===== config.mk =====
export PLATFORM = sky130hd
export DESIGN_NAME = rr_burst_arbiter_flat
export DESIGN_NICKNAME = d
export VERILOG_FILES = /design/src/rtl/rr_burst_if.sv /design/src/rtl/rr_burst_arbiter.sv /design/src/flat_wrapper.sv
export SDC_FILE = /design/constraint.sdc
export NUM_CORES = 1
export LEC_CHECK = 0
export ABC_AREA = 1
export ABC_CLOCK_PERIOD_IN_PS = 1300
export CAP_MARGIN = 20
export CELL_PAD_IN_SITES_DETAIL_PLACEMENT = 0
export CELL_PAD_IN_SITES_GLOBAL_PLACEMENT = 1
export CORE_MARGIN = 2
export CORE_UTILIZATION = 13
export CTS_CLUSTER_SIZE = 16
export DETAILED_ROUTE_END_ITERATION = 10
export PLACE_DENSITY = 0.81
export SETUP_SLACK_MARGIN = 0.3
export SYNTH_ARGS = -nofsm -noshare
export SYNTH_HDL_FRONTEND = slang
export SYNTH_SLANG_ARGS = --single-unit

===== constraint.sdc =====
create_clock -name clk -period 1.3 [get_ports clk]
set_clock_uncertainty 0.2 [all_clocks]
set_input_delay 0.26 -clock clk [delete_from_list [all_inputs] [get_ports clk]]
set_output_delay 0.26 -clock clk [all_outputs]
set_load 0.05 [all_outputs]

===== src/rtl/rr_burst_if.sv =====
// Bundle between the requester lanes, the round-robin burst arbiter and its
// downstream consumer.
//   req_vld  : per-lane request valid
//   req_addr : per-lane address, lane i at [i*ADDR_W +: ADDR_W]
//   req_rdy  : per-lane beat accepted (one-hot or zero)
//   out_vld  : downstream beat valid
//   out_addr : downstream beat address
//   out_id   : owning lane index
//   out_last : final beat of the burst
//   out_rdy  : downstream ready
//   busy     : arbiter currently holds a burst
// Modport master is the arbiter side; modport slave is the lane/consumer side.
interface rr_burst_if #(
    parameter int NUM_REQ = 2,
    parameter int ADDR_W  = 32
);
    localparam int ID_W = (NUM_REQ > 1) ? $clog2(NUM_REQ) : 1;

    logic [NUM_REQ-1:0]        req_vld;
    logic [NUM_REQ*ADDR_W-1:0] req_addr;
    logic [NUM_REQ-1:0]        req_rdy;
    logic                      out_vld;
    logic [ADDR_W-1:0]         out_addr;
    logic [ID_W-1:0]           out_id;
    logic                      out_last;
    logic                      out_rdy;
    logic                      busy;

    modport master (
        input  req_vld, req_addr, out_rdy,
        output req_rdy, out_vld, out_addr, out_id, out_last, busy
    );

    modport slave (
        output req_vld, req_addr, out_rdy,
        input  req_rdy, out_vld, out_addr, out_id, out_last, busy
    );
endinterface


===== src/rtl/rr_burst_arbiter.sv =====
// Round-robin burst arbiter. One of NUM_REQ lanes is granted in IDLE (one
// cycle arbitration latency) and then owns the single output port for up to
// BURST_LEN beats. The burst ends on the accepted last beat or as soon as the
// owner drops its valid; the round-robin pointer then moves past the owner.
// Ports:
//   clk : clock
//   rst : synchronous reset, active-high; also blanks acceptance in its cycle
//   bus : rr_burst_if.master (lane requests in, downstream beats out)
module rr_burst_arbiter #(
    parameter int NUM_REQ   = 2,
    parameter int ADDR_W    = 32,
    parameter int CNT_WIDTH = 4,
    parameter int BURST_LEN = 8
) (
    input  logic           clk,
    input  logic           rst,
    rr_burst_if.master     bus
);
    localparam int ID_W = (NUM_REQ > 1) ? $clog2(NUM_REQ) : 1;

    typedef enum logic [0:0] {
        ST_IDLE  = 1'b0,
        ST_BURST = 1'b1
    } state_t;

    state_t                 state_r;
    logic [ID_W-1:0]        rr_ptr_r;
    logic [ID_W-1:0]        owner_r;
    logic [CNT_WIDTH-1:0]   beat_cnt_r;

    logic [ID_W-1:0]        pick_s;
    logic                   any_vld_s;
    logic                   owner_vld_s;
    logic [ADDR_W-1:0]      owner_addr_s;
    logic                   last_beat_s;
    logic                   beat_s;
    logic                   out_vld_s;
    logic [ADDR_W-1:0]      out_addr_s;
    logic [ID_W-1:0]        out_id_s;
    logic                   out_last_s;
    logic [NUM_REQ-1:0]     req_rdy_s;

    // Lane following the given one, wrapping at NUM_REQ.
    function automatic logic [ID_W-1:0] next_lane(input logic [ID_W-1:0] lane);
        if (int'(lane) >= NUM_REQ - 1) begin
            next_lane = '0;
        end else begin
            next_lane = lane + ID_W'(1);
        end
    endfunction

    // Round-robin pick: scan from rr_ptr upward; scanning in reverse order
    // lets the lowest offset from rr_ptr win without an early exit.
    always_comb begin
        int base;
        int idx;
        pick_s    = '0;
        any_vld_s = 1'b0;
        base      = 0;
        idx       = 0;
        for (int i = NUM_REQ - 1; i >= 0; i--) begin
            base      = int'(rr_ptr_r) + i;
            idx       = (base >= NUM_REQ) ? (base - NUM_REQ) : base;
            pick_s    = bus.req_vld[idx] ? ID_W'(idx) : pick_s;
            any_vld_s = any_vld_s | bus.req_vld[idx];
        end
    end

    assign owner_vld_s  = bus.req_vld[owner_r];
    assign owner_addr_s = bus.req_addr[owner_r*ADDR_W +: ADDR_W];
    assign last_beat_s  = (beat_cnt_r == CNT_WIDTH'(BURST_LEN - 1));

    // Output port: only the locked owner is forwarded, and nothing is offered
    // while reset is asserted so an in-flight beat cannot be accepted.
    always_comb begin
        out_vld_s  = 1'b0;
        out_addr_s = '0;
        out_id_s   = '0;
        out_last_s = 1'b0;
        req_rdy_s  = '0;
        if ((state_r == ST_BURST) && !rst) begin
            out_vld_s          = owner_vld_s;
            out_addr_s         = owner_addr_s;
            out_id_s           = owner_r;
            out_last_s         = owner_vld_s & last_beat_s;
            req_rdy_s[owner_r] = bus.out_rdy & owner_vld_s;
        end else begin
            out_vld_s  = 1'b0;
            out_addr_s = '0;
            out_id_s   = '0;
            out_last_s = 1'b0;
            req_rdy_s  = '0;
        end
    end

    assign beat_s = out_vld_s & bus.out_rdy;

    // Arbitration FSM: grant in IDLE, count accepted beats in BURST, release
    // on the accepted last beat or when the owner withdraws its request.
    always_ff @(posedge clk) begin
        if (rst) begin
            state_r    <= ST_IDLE;
            rr_ptr_r   <= '0;
            owner_r    <= '0;
            beat_cnt_r <= '0;
        end else begin
            case (state_r)
                ST_IDLE: begin
                    if (any_vld_s) begin
                        owner_r    <= pick_s;
                        beat_cnt_r <= '0;
                        state_r    <= ST_BURST;
                    end else begin
                        state_r    <= ST_IDLE;
                    end
                end
                ST_BURST: begin
                    if (!owner_vld_s || (beat_s && last_beat_s)) begin
                        state_r    <= ST_IDLE;
                        rr_ptr_r   <= next_lane(owner_r);
                        beat_cnt_r <= '0;
                    end else if (beat_s) begin
                        beat_cnt_r <= beat_cnt_r + CNT_WIDTH'(1);
                    end else begin
                        beat_cnt_r <= beat_cnt_r;
                    end
                end
                default: begin
                    state_r    <= ST_IDLE;
                    rr_ptr_r   <= '0;
                    owner_r    <= '0;
                    beat_cnt_r <= '0;
                end
            endcase
        end
    end

    assign bus.out_vld  = out_vld_s;
    assign bus.out_addr = out_addr_s;
    assign bus.out_id   = out_id_s;
    assign bus.out_last = out_last_s;
    assign bus.req_rdy  = req_rdy_s;
    assign bus.busy     = (state_r == ST_BURST);
endmodule


===== src/flat_wrapper.sv =====
// flat-port wrapper written by rule: the top's interface ports become plain ports
module rr_burst_arbiter_flat 
#(
    parameter int NUM_REQ   = 2,
    parameter int ADDR_W    = 32,
    parameter int CNT_WIDTH = 4,
    parameter int BURST_LEN = 8
)
  (clk, rst, bus_req_vld, bus_req_addr, bus_out_rdy, bus_req_rdy, bus_out_vld, bus_out_addr, bus_out_id, bus_out_last, bus_busy);
  rr_burst_if #(.NUM_REQ(NUM_REQ), .ADDR_W(ADDR_W)) bus_i ();
  input  logic clk;
  input  logic rst;
  input wire logic [$bits(bus_i.req_vld)-1:0] bus_req_vld;
  input wire logic [$bits(bus_i.req_addr)-1:0] bus_req_addr;
  input wire logic [$bits(bus_i.out_rdy)-1:0] bus_out_rdy;
  output wire logic [$bits(bus_i.req_rdy)-1:0] bus_req_rdy;
  output wire logic [$bits(bus_i.out_vld)-1:0] bus_out_vld;
  output wire logic [$bits(bus_i.out_addr)-1:0] bus_out_addr;
  output wire logic [$bits(bus_i.out_id)-1:0] bus_out_id;
  output wire logic [$bits(bus_i.out_last)-1:0] bus_out_last;
  output wire logic [$bits(bus_i.busy)-1:0] bus_busy;
  assign bus_i.req_vld = bus_req_vld;
  assign bus_i.req_addr = bus_req_addr;
  assign bus_i.out_rdy = bus_out_rdy;
  assign bus_req_rdy = bus_i.req_rdy;
  assign bus_out_vld = bus_i.out_vld;
  assign bus_out_addr = bus_i.out_addr;
  assign bus_out_id = bus_i.out_id;
  assign bus_out_last = bus_i.out_last;
  assign bus_busy = bus_i.busy;
  rr_burst_arbiter #(.NUM_REQ(NUM_REQ), .ADDR_W(ADDR_W), .CNT_WIDTH(CNT_WIDTH), .BURST_LEN(BURST_LEN)) u_core (.clk(clk), .rst(rst), .bus(bus_i));
endmodule

## Word level (Yosys, flattened, before mapping)

Cells that the tools add are included.

| word-level totals | value |
|---|---|
| bits in read-only memories | 0 |
| memories | 0 |
| logic and storage cells | 62 |
| RAM bits | 0 |
| output and inout port bits | 38 |
| latch bits | 0 |
| bits of input ports | 69 |
| register bits | 7 |

| operators by class | value |
|---|---|
| eq/ne operators | 3 |
| multipliers | 0 |
| div/mod/pow operators | 0 |
| $lt $le $gt $ge | 7 |
| mux-type cells | 27 |
| $add $sub $neg | 5 |
| shift operators | 1 |
| reduce and logical (&&, ||, !) cells | 9 |
| bitwise gates (word level) | 6 |

Operator list:

| kind | count |
|---|---|
| $mux W32 | 3 |
| $lt A32 B3 Y1 const B | 2 |
| $shiftx A64 B7 Y32 | 1 |
| $ge A32 B3 Y1 const B | 1 |
| $sub A32 B3 Y32 const B | 1 |
| $mux W1 | 17 |
| $mux W4 | 3 |
| $pmux W4 S2 | 1 |
| $reduce_and A2 Y1 | 3 |
| $add A4 B1 Y4 const B | 1 |
| $eq A4 B3 Y1 const B | 1 |
| $and A1 B1 Y1 | 3 |
| $logic_and A1 B1 Y1 | 3 |
| $ne A3 B3 Y1 const B | 1 |
| $sub A1 B2 Y3 const B | 1 |
| $add A1 B1 Y2 const B | 1 |
| $and A2 B2 Y2 | 1 |
| $ge A1 B1 Y1 const B | 2 |
| $ge A1 B2 Y1 const B | 1 |
| $logic_not A1 Y1 | 2 |
| $lt A1 B2 Y1 const B | 1 |
| $mux W2 | 1 |
| $ne A2 B1 Y1 const B | 1 |
| $pmux W1 S2 | 1 |
| other kinds (5) | 5 |

## Depth between registers and ports, before layout

Gate-level depths: netlist of run 1.

| logic depth | value |
|---|---|
| word-level depth | 9 |
| gate-level depth with buffers | 9 |
| depth with buffers taken out | 8 |

## Least setup slack after synthesis of run 1

No wires, ideal clock.

| timing | value |
|---|---|
| path type | reg2out |
| start point | reg u_core.state_r (netlist: u_core.bus.busy) |
| end point | out bus_out_last |
| buffers on the path | 0 |
| stages on the path, launching flop included | 5 |
| slack | -1.258 ns |
| arrival time | 2.098 ns |
| required time | 0.840 ns |
| cells stage by stage | dfxtp_1 > inv_2 > nor2_4 > nand2_1 > nor3_1 |

| between the ends | value |
|---|---|
| longest elaborated chain between the ends | 2 |

RTL lines:

| what | RTL line | RTL |
|---|---|---|
| start, declared | rr_burst_arbiter.sv:26 | `state_t state_r;` |
| start signal, assigned | rr_burst_arbiter.sv:102 | `state_r <= ST_IDLE;` |
| start signal, assigned | rr_burst_arbiter.sv:112 | `state_r <= ST_BURST;` |
| start signal, assigned | rr_burst_arbiter.sv:114 | `state_r <= ST_IDLE;` |
| $logic_and A1 B1 Y1 | rr_burst_arbiter.sv:81 | `if ((state_r == ST_BURST) && !rst) begin` |
| $mux W1 | rr_burst_arbiter.sv:81 |  |
| end, declared | flat_wrapper.sv:20 | `output wire logic [$bits(bus_i.out_last)-1:0] bus_out_last;` |

No other way between the ends.

## Worst setup path in the final report of run 1

| timing | value |
|---|---|
| start point | reg u_core.state_r (netlist: u_core.bus.busy) |
| end point | out bus_out_addr[11] |

| between the ends | value |
|---|---|
| longest elaborated chain between the ends | 2 |

RTL lines:

| what | RTL line | RTL |
|---|---|---|
| $logic_and A1 B1 Y1 | rr_burst_arbiter.sv:81 |  |
| $mux W32 | rr_burst_arbiter.sv:81 |  |
| end, declared | flat_wrapper.sv:18 | `output wire logic [$bits(bus_i.out_addr)-1:0] bus_out_addr;` |

No other way between the ends.

==> flow_summary.json, run 1 <==
{
  "status": "finished with violations",
  "violations": "negative setup slack",
  "power.density_nw_per_um2": 552,
  "critPathKind": "reg -> out",
  "setup_slack_ns": -0.446,
  "synthTopCellsByArea": "nand2_1, a21oi_1, dfxtp_1",
  "synth_top_area_share_pct": 36.0,
  "drt_iter0_drc": 38,
  "gr-total-overflow": 0,
  "min_path_type": "reg -> reg",
  "core-area_um2": 6390,
  "total_power_w": 0.00161,
  "cts-buffers-inserted": 3,
  "cp_slowest_cell": "dfxtp_4",
  "critPathMaxFanout": 15,
  "first_pass_iters": 3,
  "route.detailed.drc": 0,
  "arrival_ns": 1.29,
  "grt_max_degree": 26,
  "portBuffers": 106,
  "viasPerCell": 4.19,
  "fmax_mhz": 573,
  "dieWidth_um": 85.6,
  "globalplace.congestion": 0.738,
  "cap_violations": 0,
  "cp-startpoint": "u_core.bus.busy",
  "synth_area_leader_cell": "nand2_1",
  "cts.path.max_buffers": 2,
  "layout_common_cells": "nand2_1, clkdlybuf4s50_1, buf_6, a21oi_4, buf_4",
  "endpoint": "bus_out_addr[11]",
  "cts_tree": "built",
  "period_needed_ns": 1.75,
  "r2r_end": "u_core.beat_cnt_r[1]",
  "wl_per_cell_um": 12.3,
  "rr_worst_depth": 8,
  "ioPinCount": 107,
  "chipHeight_um": 85.6,
  "synth-seq-cells": 7,
  "gr-usage-all-layers_pct": 12.3,
  "cts.sinks": 7,
  "worst-r2r-setup-slack_ns": -0.10,
  "dp_slack_ns": -0.634,
  "die_area_um2": 7330,
  "required_ns": 0.84,
  "syn_inst": 171,
  "syn_area_um2": 866,
  "setup_viol": 44,
  "layout-area-overhead-vs-synth_pct": 236,
  "critical_path.max_stage_delay_ns": 0.35,
  "ys_types": 19,
  "row_count": 29,
  "timing.rr.start": "u_core.bus.busy",
  "avgSynthCellArea_um2": 5.06,
  "insertion_delay_ns": 0.23,
  "hold_viol": 0,
  "seq_area_frac_synth_pct": 16.2,
  "cellLeakagePower_nw": 1.13,
  "vias": 1579,
  "cpMostUsedCell": "inv_4",
  "initial_core_util_pct": 13.6,
  "start_kind": "register",
  "drive_gt1_share_pct": 45.0,
  "dp.final_hpwl_mm": 3.75,
  "layout_commonest_cell": "nand2_1",
  "crit_chain": "inv_4, nor2_4, inv_4, buf_12, a21oi_4, buf_6",
  "grt_pass1_vias": 1670,
  "grt_pass1_wl_mm": 7.49,
  "postRouteAntennaNets": 0,
  "synth_nets": 241,
  "path_clk_slew_ns": 0.04,
  "nets": 371,
  "clock-root-buffer": "clkbuf_8",
  "rsz0062_at_grt": "true",
  "finalMaxSlewViolations": 0,
  "fin_crit_sh_pct": 134,
  "yosys_warnings": 0,
  "htreeDepth": 1,
  "worst_pin_slew_ns": 0.269,
  "num_antenna_cells": 0,
  "critPathCaptureType": "output pin",
  "peakVddDrop_uv": 472,
  "antenna_found_initial": 0,
  "routed_wirelength_mm": 4.65,
  "relSlewSlack_pct": 82.1
}
## flip-flops by register name, indices dropped and copies added (netlist names)
| signal | cells |
|---|---|
| u_core.beat_cnt_r | 4 |
| u_core.bus.busy | 1 |
| u_core.owner_r | 1 |
| u_core.rr_ptr_r | 1 |
## worst min path at each step
| stage | startpoint | cells past startpoint | end | slack [ns] |
|---|---|---|---|---|
| floorplan | rst | 1 | u_core.bus.busy | 0.12 |
| global placement | u_core.rr_ptr_r | 2 | u_core.rr_ptr_r | 0.28 |
| detailed placement | u_core.rr_ptr_r | 2 | u_core.rr_ptr_r | 0.28 |
| CTS | u_core.rr_ptr_r | 2 | u_core.rr_ptr_r | 0.29 |
| global route | u_core.rr_ptr_r | 2 | u_core.rr_ptr_r | 0.33 |
| finish | u_core.rr_ptr_r | 2 | u_core.rr_ptr_r | 0.28 |
## cells by family after synthesis
| logic type | share of synthesized area, % |
|---|---|
| AO/OA/AOI/OAI | 22.7 |
| adder cells (fa/ha/maj) | 1.44 |
| buffers and inverters | 10.3 |
| flip-flops | 16.2 |
| AND/OR/NAND/NOR | 49.4 |
## stage by stage
step | instance area [um2] | TNS, ns | utilization (%) | instances | hold WS (ns)
3_3_place_gp | 2550 | -25.73 | 40.0 | 368 | 0.276
5_1_grt | 2910 | -18.26 | 45.6 | 377 | 0.334
4_1_cts | 2870 | -16.35 | 45.0 | 375 | 0.287
3_5_place_dp | 2550 | -25.95 | 40.0 | 368 | 0.276
6_report | 2910 | -16.21 | 45.6 | 377 | 0.282
2_1_floorplan | 1300 | -13.97 | - | 171 | 0.119
## power breakdown
group	switching [W]	internal (W)	total (W)	leakage, nW
logic	0.000547	0.000497	0.00104	1.05
clock network	0.000102	0.000213	0.000315	0.0228
registers	0.0000168	0.000232	0.000249	0.0594
## area by class of cell
cell class	instances	area, um2
tap	77	96.3
fill	607	3480
inverter	10	47.5
sequential	7	150
multi-input combinational	144	1140
clock buffer	4	45.0
timing repair buffer	135	1430
## critical path: cells and delay by family, from the launching register on
kind | cells | cell delay (ns)
buffers and inverters | 4 | 0.45
flip-flops | 1 | 0.35
AND/OR/NAND/NOR | 1 | 0.13
AO/OA/AOI/OAI | 1 | 0.13
## per-layer routing
| metal | track usage [%] | part of all wire [%] | vias to the layer above |
|---|---|---|---|
| met2 | 24.4 | 54 | 48 |
| met5 | 0 | 0 | - |
| li1 | - | - | 809 |
| met3 | 2.12 | 6.0 | 5 |
| met4 | 2.60 | 0.90 | 0 |
| met1 | 13.5 | 39 | 717 |
## cell usage after synthesis, drive strengths merged
master and n:
nand3 7, dfxtp 7, a21oi 36, nand4 3, buf 4, o21ai 1
inv 10, nor2 9, o211ai 1, nand2 84, clkbuf 6, ha 1
nor3 2
## timing repair
| action | CTS | global route |
|---|---|---|
| gates resized for setup | 68 | 6 |
| hold buffers | 0 | 0 |
| endpoints found under the setup margin | 45 | 45 |
| pin swaps | 7 | 2 |
| hold endpoints to repair | 0 | 0 |
| setup buffers | 3 | 2 |
| cloned | 0 | 0 |
Power figures use the tool's default switching activity.
==> run 2: changes to the inputs <==
- GPL_ROUTABILITY_DRIVEN: not set -> 0
==> results of run 2 <==
Same layout as run 1: the final DEF is identical, and so are final timing and power.
==> run 3: changes to the inputs <==
- MAX_ROUTING_LAYER: not set -> met4
==> flow_summary.json, run 3 (synthesized netlist as in run 1, its figures left out) <==
{
  "cts.path.max_buffers": 2,
  "crit_chain": "inv_4, nor2_4, inv_4, buf_12, a21oi_4, buf_6",
  "fin_crit_sh_pct": 134,
  "peakVddDrop_uv": 479,
  "grt_pass1_vias": 1663,
  "grt_max_degree": 26,
  "ioPinCount": 107,
  "portBuffers": 106,
  "die_area_um2": 7330,
  "htreeDepth": 1,
  "critPathCaptureType": "output pin",
  "start_kind": "register",
  "arrival_ns": 1.29,
  "dieWidth_um": 85.6,
  "num_antenna_cells": 0,
  "path_clk_slew_ns": 0.04,
  "gr-usage-all-layers_pct": 12.7,
  "drt_iter0_drc": 34,
  "regArea_um2": 150,
  "postRouteAntennaNets": 0,
  "wl_per_cell_um": 12.4,
  "initial_core_util_pct": 13.6,
  "worst_pin_slew_ns": 0.269,
  "layout-area-overhead-vs-synth_pct": 236,
  "status": "finished with violations",
  "nets": 371,
  "route.detailed.drc": 0,
  "regMostFlops": "u_core.beat_cnt_r",
  "vias": 1581,
  "gr-total-overflow": 0,
  "multi_input_area_um2": 1140,
  "cpMostUsedCell": "inv_4",
  "cellLeakagePower_nw": 1.13,
  "required_ns": 0.84,
  "cp_slowest_cell": "dfxtp_4",
  "grt_pass1_wl_mm": 7.49,
  "hold_viol": 0,
  "min_path_type": "reg -> reg",
  "core-area_um2": 6390,
  "dp.final_hpwl_mm": 3.75,
  "period_needed_ns": 1.75,
  "placedCellCount": 368,
  "power.density_nw_per_um2": 554,
  "cp_top_family": "buffers and inverters",
  "viasPerCell": 4.19,
  "drive_gt1_share_pct": 44.7,
  "fin_cells": 377,
  "finalMaxSlewViolations": 0,
  "chipHeight_um": 85.6,
  "largest_register_ffs": 4,
  "clock-root-buffer": "clkbuf_8",
  "total_power_w": 0.00161,
  "layout_common_cells": "nand2_1, clkdlybuf4s50_1, buf_6, a21oi_4, buf_4",
  "setup_viol": 44,
  "relSlewSlack_pct": 82.1,
  "first_pass_iters": 3,
  "cap_violations": 0,
  "antenna_found_initial": 0,
  "cts_tree": "built",
  "row_count": 29,
  "fillers": 606,
  "routed_wirelength_mm": 4.66,
  "critPathMaxFanout": 15,
  "insertion_delay_ns": 0.23,
  "rsz0062_at_grt": "true",
  "cts.sinks": 7,
  "violations": "negative setup slack",
  "fmax_mhz": 573,
  "critical_path.max_stage_delay_ns": 0.35,
  "cts-buffers-inserted": 3,
  "layout_commonest_cell": "nand2_1",
  "crit_buf_inv": 4,
  "setup_slack_ns": -0.446,
  "critPathKind": "reg -> out"
}
## run 3: cell counts in the layout (fill, tap and decap cells not counted)
No cell type changed its count.
## run 3: cell type report
type                    instances  share of cell area (%)
clock buffers                   4                    1.55
inverters                      10                    1.64
multi-input cells             144                    39.2
flip-flops and latches          7                    5.16
well taps                      77                    3.31
repair buffers                135                    49.2
## run 3: what timing repair did
action,CTS,global route
resized for setup,68,5
hold buffers,0,0
buffers inserted,3,2
setup endpoints to repair,45,45
pin swaps,7,2
## run 3: layer usage
layer  GRT usage (%)  part of all wire (%)
met1            13.7                    40
met2            24.4                    54
met3            1.83                   5.8
met4            2.60                  0.90
met5               -                     0
## run 3: path summary, 6_finish.rpt
check | from | endpoint | slack (ns) | cells after the start
min | u_core.rr_ptr_r | u_core.rr_ptr_r | 0.28 | 2
max reg2reg | u_core.bus.busy | u_core.beat_cnt_r[1] | -0.10 | 8
min reg2reg | u_core.rr_ptr_r | u_core.rr_ptr_r | 0.28 | 2
max | u_core.bus.busy | bus_out_addr[11] | -0.45 | 6
## run 3: per-stage QoR
stage,hold WS (ns),TNS (ns),util [%],instance area [um2],setup WS (ns)
CTS,0.287,-16.35,45.0,2870,-0.456
global placement,0.276,-25.73,40.0,2550,-0.633
global route,0.334,-18.25,45.5,2910,-0.484
detailed placement,0.276,-25.95,40.0,2550,-0.634
floorplan,0.119,-13.97,-,1300,-0.389
finish,0.282,-16.21,45.5,2910,-0.446
## run 3: where the power goes
group	switching (W)	internal [W]	total [W]	leakage [nW]
clock	0.000105	0.000213	0.000318	0.0228
sequential	0.0000168	0.000232	0.000248	0.0594
combinational	0.000546	0.000497	0.00104	1.05
## run 3: worst min-delay path, cell delays in order, from the launching register on
cell and delay [ns]:
dfxtp_1 0.32, a21oi_1 0.04, nor2_1 0.09
